`config.mk`:
```
export PLATFORM = sky130hd
export DESIGN_NAME = cpu4_wbck
export DESIGN_NICKNAME = d
export VERILOG_FILES = /design/src/rtl/cpu4_wbck.sv
export SDC_FILE = /design/constraint.sdc
export NUM_CORES = 1
export LEC_CHECK = 0
export ABC_AREA = 1
export BUFFER_PORTS_ARGS = -buffer_cell sky130_fd_sc_hd__clkbuf_2
export CORE_ASPECT_RATIO = 2
export CORE_MARGIN = 3
export CORE_UTILIZATION = 50
export DETAILED_ROUTE_END_ITERATION = 16
export PLACE_DENSITY = 0.72
export SLEW_MARGIN = 20
export SYNTH_ARGS = -nofsm -noshare
export SYNTH_HDL_FRONTEND = slang
export SYNTH_SLANG_ARGS = --single-unit
export TNS_END_PERCENT = 100
```
`constraint.sdc`:
```
create_clock -name clk -period 6.75 [get_ports clk]
set_clock_uncertainty 0.05 [all_clocks]
set_input_delay 0.3375 -clock clk [delete_from_list [all_inputs] [get_ports clk]]
set_output_delay 0.3375 -clock clk [all_outputs]
set_load 0.02 [all_outputs]
```
`src/rtl/cpu4_wbck.sv`:
```
// Purpose : writeback arbiter; merges ALU results and buffered LSU load returns onto one regfile write port.
// Latency : ALU accept -> rd_wen next cycle; LSU accept -> FIFO -> rd_wen two cycles later at the earliest.
// Backpres: alu_wbck_ready = lsu_wbck_ready = ~fifo_full; a full FIFO always drains its head first.
//
// Ports:
//   clk, rst                    core clock, asynchronous active-high reset
//   alu_wbck_valid/ready/idx/data   ALU result handshake
//   lsu_wbck_valid/ready/idx/data   load return handshake (enqueued into FIFO)
//   lsu_issue_valid/idx         marks the destination of an issued load busy
//   sb_busy                     per-register pending-load bits (bit 0 never set)
//   rd_wen/rd_idx/rd_data       registered regfile write port
// Optional feature (macro CPU4_WBCK_BYPASS_EN): rs1_idx/rs2_idx inputs and
//   rsX_fwd_hit/rsX_fwd_data outputs forwarding the current rd write.
module cpu4_wbck #(
  parameter int XLEN      = 32,
  parameter int RFIDX_W   = 5,
  parameter int LSU_DEPTH = 2
) (
  input  logic                    clk,
  input  logic                    rst,
  input  logic                    alu_wbck_valid,
  output logic                    alu_wbck_ready,
  input  logic [RFIDX_W-1:0]      alu_wbck_idx,
  input  logic [XLEN-1:0]         alu_wbck_data,
  input  logic                    lsu_wbck_valid,
  output logic                    lsu_wbck_ready,
  input  logic [RFIDX_W-1:0]      lsu_wbck_idx,
  input  logic [XLEN-1:0]         lsu_wbck_data,
  input  logic                    lsu_issue_valid,
  input  logic [RFIDX_W-1:0]      lsu_issue_idx,
`ifdef CPU4_WBCK_BYPASS_EN
  input  logic [RFIDX_W-1:0]      rs1_idx,
  input  logic [RFIDX_W-1:0]      rs2_idx,
  output logic                    rs1_fwd_hit,
  output logic                    rs2_fwd_hit,
  output logic [XLEN-1:0]         rs1_fwd_data,
  output logic [XLEN-1:0]         rs2_fwd_data,
`endif
  output logic [(1<<RFIDX_W)-1:0] sb_busy,
  output logic                    rd_wen,
  output logic [RFIDX_W-1:0]      rd_idx,
  output logic [XLEN-1:0]         rd_data
);

  localparam int PTR_W = (LSU_DEPTH > 1) ? $clog2(LSU_DEPTH) : 1;
  localparam int CNT_W = PTR_W + 1;
  localparam int NREG  = 1 << RFIDX_W;

  // LSU return FIFO storage; only pointers and count carry reset state.
  logic [RFIDX_W-1:0] fifo_idx  [LSU_DEPTH];
  logic [XLEN-1:0]    fifo_data [LSU_DEPTH];
  logic [PTR_W-1:0]   wr_ptr, rd_ptr;
  logic [CNT_W-1:0]   count;

  logic fifo_full, fifo_empty;
  logic enq, deq, sel_alu;
  logic [RFIDX_W-1:0] sel_idx;
  logic [XLEN-1:0]    sel_data;
  logic [RFIDX_W-1:0] head_idx;
  logic [NREG-1:0]    sb_next;

  assign fifo_full  = (count == CNT_W'(LSU_DEPTH));
  assign fifo_empty = (count == '0);
  assign head_idx   = fifo_idx[rd_ptr];

  assign alu_wbck_ready = ~fifo_full;
  assign lsu_wbck_ready = ~fifo_full;

  // No enqueue while full, even if the head leaves this cycle.
  assign enq     = lsu_wbck_valid & ~fifo_full;
  // Full FIFO wins so ALU traffic cannot starve load returns forever.
  assign deq     = fifo_full | (~alu_wbck_valid & ~fifo_empty);
  assign sel_alu = alu_wbck_valid & ~fifo_full;

  always_comb begin
    sel_idx  = head_idx;
    sel_data = fifo_data[rd_ptr];
    if (sel_alu) begin
      sel_idx  = alu_wbck_idx;
      sel_data = alu_wbck_data;
    end
  end

  // Clear first, then set: a same-cycle issue to the dequeued register stays busy.
  always_comb begin
    sb_next = sb_busy;
    if (deq)             sb_next[head_idx]      = 1'b0;
    if (lsu_issue_valid) sb_next[lsu_issue_idx] = 1'b1;
    sb_next[0] = 1'b0;
  end

  always_ff @(posedge clk) begin
    if (enq) begin
      fifo_idx[wr_ptr]  <= lsu_wbck_idx;
      fifo_data[wr_ptr] <= lsu_wbck_data;
    end
  end

  always_ff @(posedge clk or posedge rst) begin
    if (rst) begin
      wr_ptr  <= '0;
      rd_ptr  <= '0;
      count   <= '0;
      sb_busy <= '0;
      rd_wen  <= 1'b0;
      rd_idx  <= '0;
      rd_data <= '0;
    end else begin
      // Depth is a power of two, so pointers wrap by natural overflow.
      if (enq) wr_ptr <= wr_ptr + PTR_W'(1);
      if (deq) rd_ptr <= rd_ptr + PTR_W'(1);
      case ({enq, deq})
        2'b10:   count <= count + CNT_W'(1);
        2'b01:   count <= count - CNT_W'(1);
        default: count <= count;
      endcase
      sb_busy <= sb_next;
      if (sel_alu | deq) begin
        // idx 0 is consumed like any write but never enables the regfile.
        rd_wen  <= (sel_idx != '0);
        rd_idx  <= sel_idx;
        rd_data <= sel_data;
      end else begin
        rd_wen  <= 1'b0;
      end
    end
  end

`ifdef CPU4_WBCK_BYPASS_EN
  assign rs1_fwd_hit  = rd_wen & (rd_idx == rs1_idx) & (rs1_idx != '0);
  assign rs2_fwd_hit  = rd_wen & (rd_idx == rs2_idx) & (rs2_idx != '0);
  assign rs1_fwd_data = rd_data;
  assign rs2_fwd_data = rd_data;
`endif

endmodule

```
==> impl_metrics.py <==
metrics = {
    "outcome": {
        "status": "finished clean",
    },
    "clocking": {
        "numCtsBuffers": 17,
        "cts.reportedPaths.clkPinSlew_ns": 0.06,
        "post-cts-setup-buffers": 0,
        "cts_resized": 0,
        "cts.sinks": 147,
        "ctsHoldBuffers": 0,
        "cts_tree": "yes",
        "h-tree-depth": 4,
        "clkLatencyLatePin_ns": 0.40,
        "cts.path.max_buffers": 2,
        "cts_root_buf": "clkbuf_16",
    },
    "route": {
        "ant_nets": 0,
        "drc": 0,
        "vias_per_cell": 5.27,
        "drt_pass1_iterations": 5,
        "via_count": 4783,
        "totalWireLength_mm": 15.4,
        "wire_per_inst_um": 16.9,
        "detail_route.iter0.violations": 184,
    },
    "power": {
        "p_per_area_nw_per_um2": 497,
        "finalPower_w": 0.00374,
        "irDropWorstVdd_mv": 0.274,
        "leakagePower_nw": 3.44,
    },
    "global_route": {
        "use_met3_pct": 4.59,
        "antenna_found_initial": 1,
        "grt_pass1_vias": 4928,
        "grt_use_met1_pct": 23.0,
        "grt_max_degree": 74,
        "grt_pass1_wl_mm": 24.1,
        "use_met2_pct": 42.9,
        "grt.overflow.total": 0,
        "busiest_layer": "met2",
        "grt_use_total_pct": 23.2,
    },
    "run": {
        "maxCapViolCount": 0,
    },
    "worst_setup_path": {
        "r2r-start": "rd_ptr$_DFFE_PP0N_",
        "cp-end-kind": "flop",
        "cp-start-kind": "flop",
        "r2r_cells": 10,
        "required_ns": 6.99,
        "path_class": "flop to flop",
        "critPathMaxFanout": 38,
        "timing.rr.end": "sb_busy[19]$_DFF_PP0_",
        "rrSetupSlack_ns": 4.11,
        "worstPathArrival_ns": 2.89,
    },
    "synth": {
        "ys_types": 20,
        "yosysWarnings": 0,
        "syn_inst": 596,
        "synth-seq-cells": 147,
        "synth_area_sq_um": 6010,
        "synth.avg_cell_area_sq_um": 10.1,
        "syn-num-nets": 681,
        "ys_seq_area_share_pct": 67.4,
    },
    "timing": {
        "fin_crit_sh_pct": 39.1,
        "setup_viol": 0,
        "rsz0062_at_grt": "false",
        "setup_ws_ns": 4.11,
        "min_period_ns": 2.64,
        "fmax_mhz": 379,
        "hold_viol_final": 0,
        "relSlewSlack_pct": 29.0,
        "tns_ns": 0,
        "slew_viol_final": 0,
        "tightest_slew_ns": 1.06,
    },
    "die": {
        "dieArea_sq_um": 13400,
        "die_y_um": 161,
        "io_pins": 156,
        "start_util_pct": 51.3,
        "core_area_sq_um": 11700,
        "rows": 56,
        "die_w_um": 83.5,
    },
    "final_layout": {
        "fill_cells": 937,
        "area_growth_pct": 25.3,
        "drive_above_1_share_pct": 25.5,
        "layout_commonest_cell": "nand2_1",
        "final_cell_mix": "nand2_1 (227), clkbuf_2 (154), o21ai_0 (87), edfxtp_1 (74), dfrtp_1 (73)",
        "layout.cells.non_filler": 907,
        "nets": 833,
    },
    "worst_hold_path": {
        "hold_start": "lsu_wbck_data[18]",
        "whs_path_depth": 1,
        "holdCritPathClass": "primary input to flop",
        "hold_end": "fifo_data[1][18]$_DFFE_PP_",
    },
    "placed_design": {
        "io_buffers": 154,
        "dp.cells": 873,
        "post-place-ws_ns": 4.17,
        "gp_congestion": 0.922,
        "dp_hpwl_mm": 10.9,
    },
}
==> flip-flops by register name, summed over array words and instances, names as in the netlist <==
name and flops:
rd_wen 1, rd_ptr 1, rd_idx 5, rd_data 32
wr_ptr 1, count 2, fifo_idx 10, fifo_data 64
sb_busy 31
==> logic make-up after synthesis <==
kind of cell	after synthesis	synth area share [%]
AO/OA/AOI/OAI	90	7.50
XOR/XNOR	3	0.438
adder cells (fa/ha/maj)	1	0.208
buffers and inverters	54	4.02
flip-flops	147	67.4
other	1	0.0624
AND/OR/NAND/NOR	300	20.4
==> worst max-delay path by stage <==
stage                          from                         to  cells past startpoint
3_3_place_gp     rd_ptr$_DFFE_PP0N_      sb_busy[15]$_DFF_PP0_                     10
5_1_grt          rd_ptr$_DFFE_PP0N_      sb_busy[19]$_DFF_PP0_                     10
4_1_cts          rd_ptr$_DFFE_PP0N_      sb_busy[19]$_DFF_PP0_                     10
2_1_floorplan  count[0]$_DFFE_PP0P_  fifo_data[1][0]$_DFFE_PP_                      4
3_5_place_dp     rd_ptr$_DFFE_PP0N_      sb_busy[31]$_DFF_PP0_                     10
6_report         rd_ptr$_DFFE_PP0N_      sb_busy[19]$_DFF_PP0_                     10
==> cell type report <==
type	count	area (sq um)	area share (%)
clock inverters	14	183	2.43
multi-input cells	395	1740	23.1
well taps	145	181	2.41
repair buffers	159	828	11.0
clock buffers	18	439	5.84
inverters	28	105	1.40
flip-flops and latches	147	4050	53.8
diodes	1	2.50	0.0333
==> worst max-delay path: stages (launching register included) <==
cell and delay, ns:
dfrtp_1 0.59, buf_4 0.33, inv_1 0.07, buf_4 0.36, nand2_1 0.09, nand2_1 0.12
nand3_1 0.11, nor2_1 0.52, nand2_1 0.13, nand2_1 0.11, nand2_1 0.05
==> power by group <==
group | internal [W] | switching (W) | total, W
Combinational | 0.000385 | 0.000913 | 0.00130
Clock | 0.000626 | 0.000354 | 0.000980
Sequential | 0.00129 | 0.000172 | 0.00146
Total | 0.00230 | 0.00144 | 0.00374
==> Yosys cell counts (all sizes together) <==
library cell / n / share of area [%]
nand2: 229 / 15
o21ai: 87 / 7.3
edfxtp: 74 / 37
dfrtp: 73 / 30
nand3: 41 / 3.4
inv: 28 / 1.7
clkbuf: 14 / 0.90
nor2: 14 / 0.87
buf: 12 / 1.4
nor3: 12 / 1.0
nand3b: 4 / 0.50
a21oi: 3 / 0.25
xnor2: 2 / 0.29
conb: 1 / 0.062
ha: 1 / 0.21
xor2: 1 / 0.15
==> metrics by stage <==
step | hold WS, ns | instance area [sq um] | util (%)
final | 0.0698 | 7530 | 64.3
after global routing | 0.0547 | 7530 | 64.3
after CTS | 0.0540 | 7500 | 64.1
after detailed placement | 0.411 | 6870 | 58.7
after global placement | 0.406 | 6870 | 58.7
after floorplan | 0.386 | 6010 | -
==> routing by layer <==
metal / wire length [um] / vias to the layer above
li1: - / 2289
met1: 5190 / 2263
met2: 8470 / 190
met3: 721 / 41
met4: 990 / 0
met5: 0 / -
Note: power is estimated with default switching activity, not from simulation.
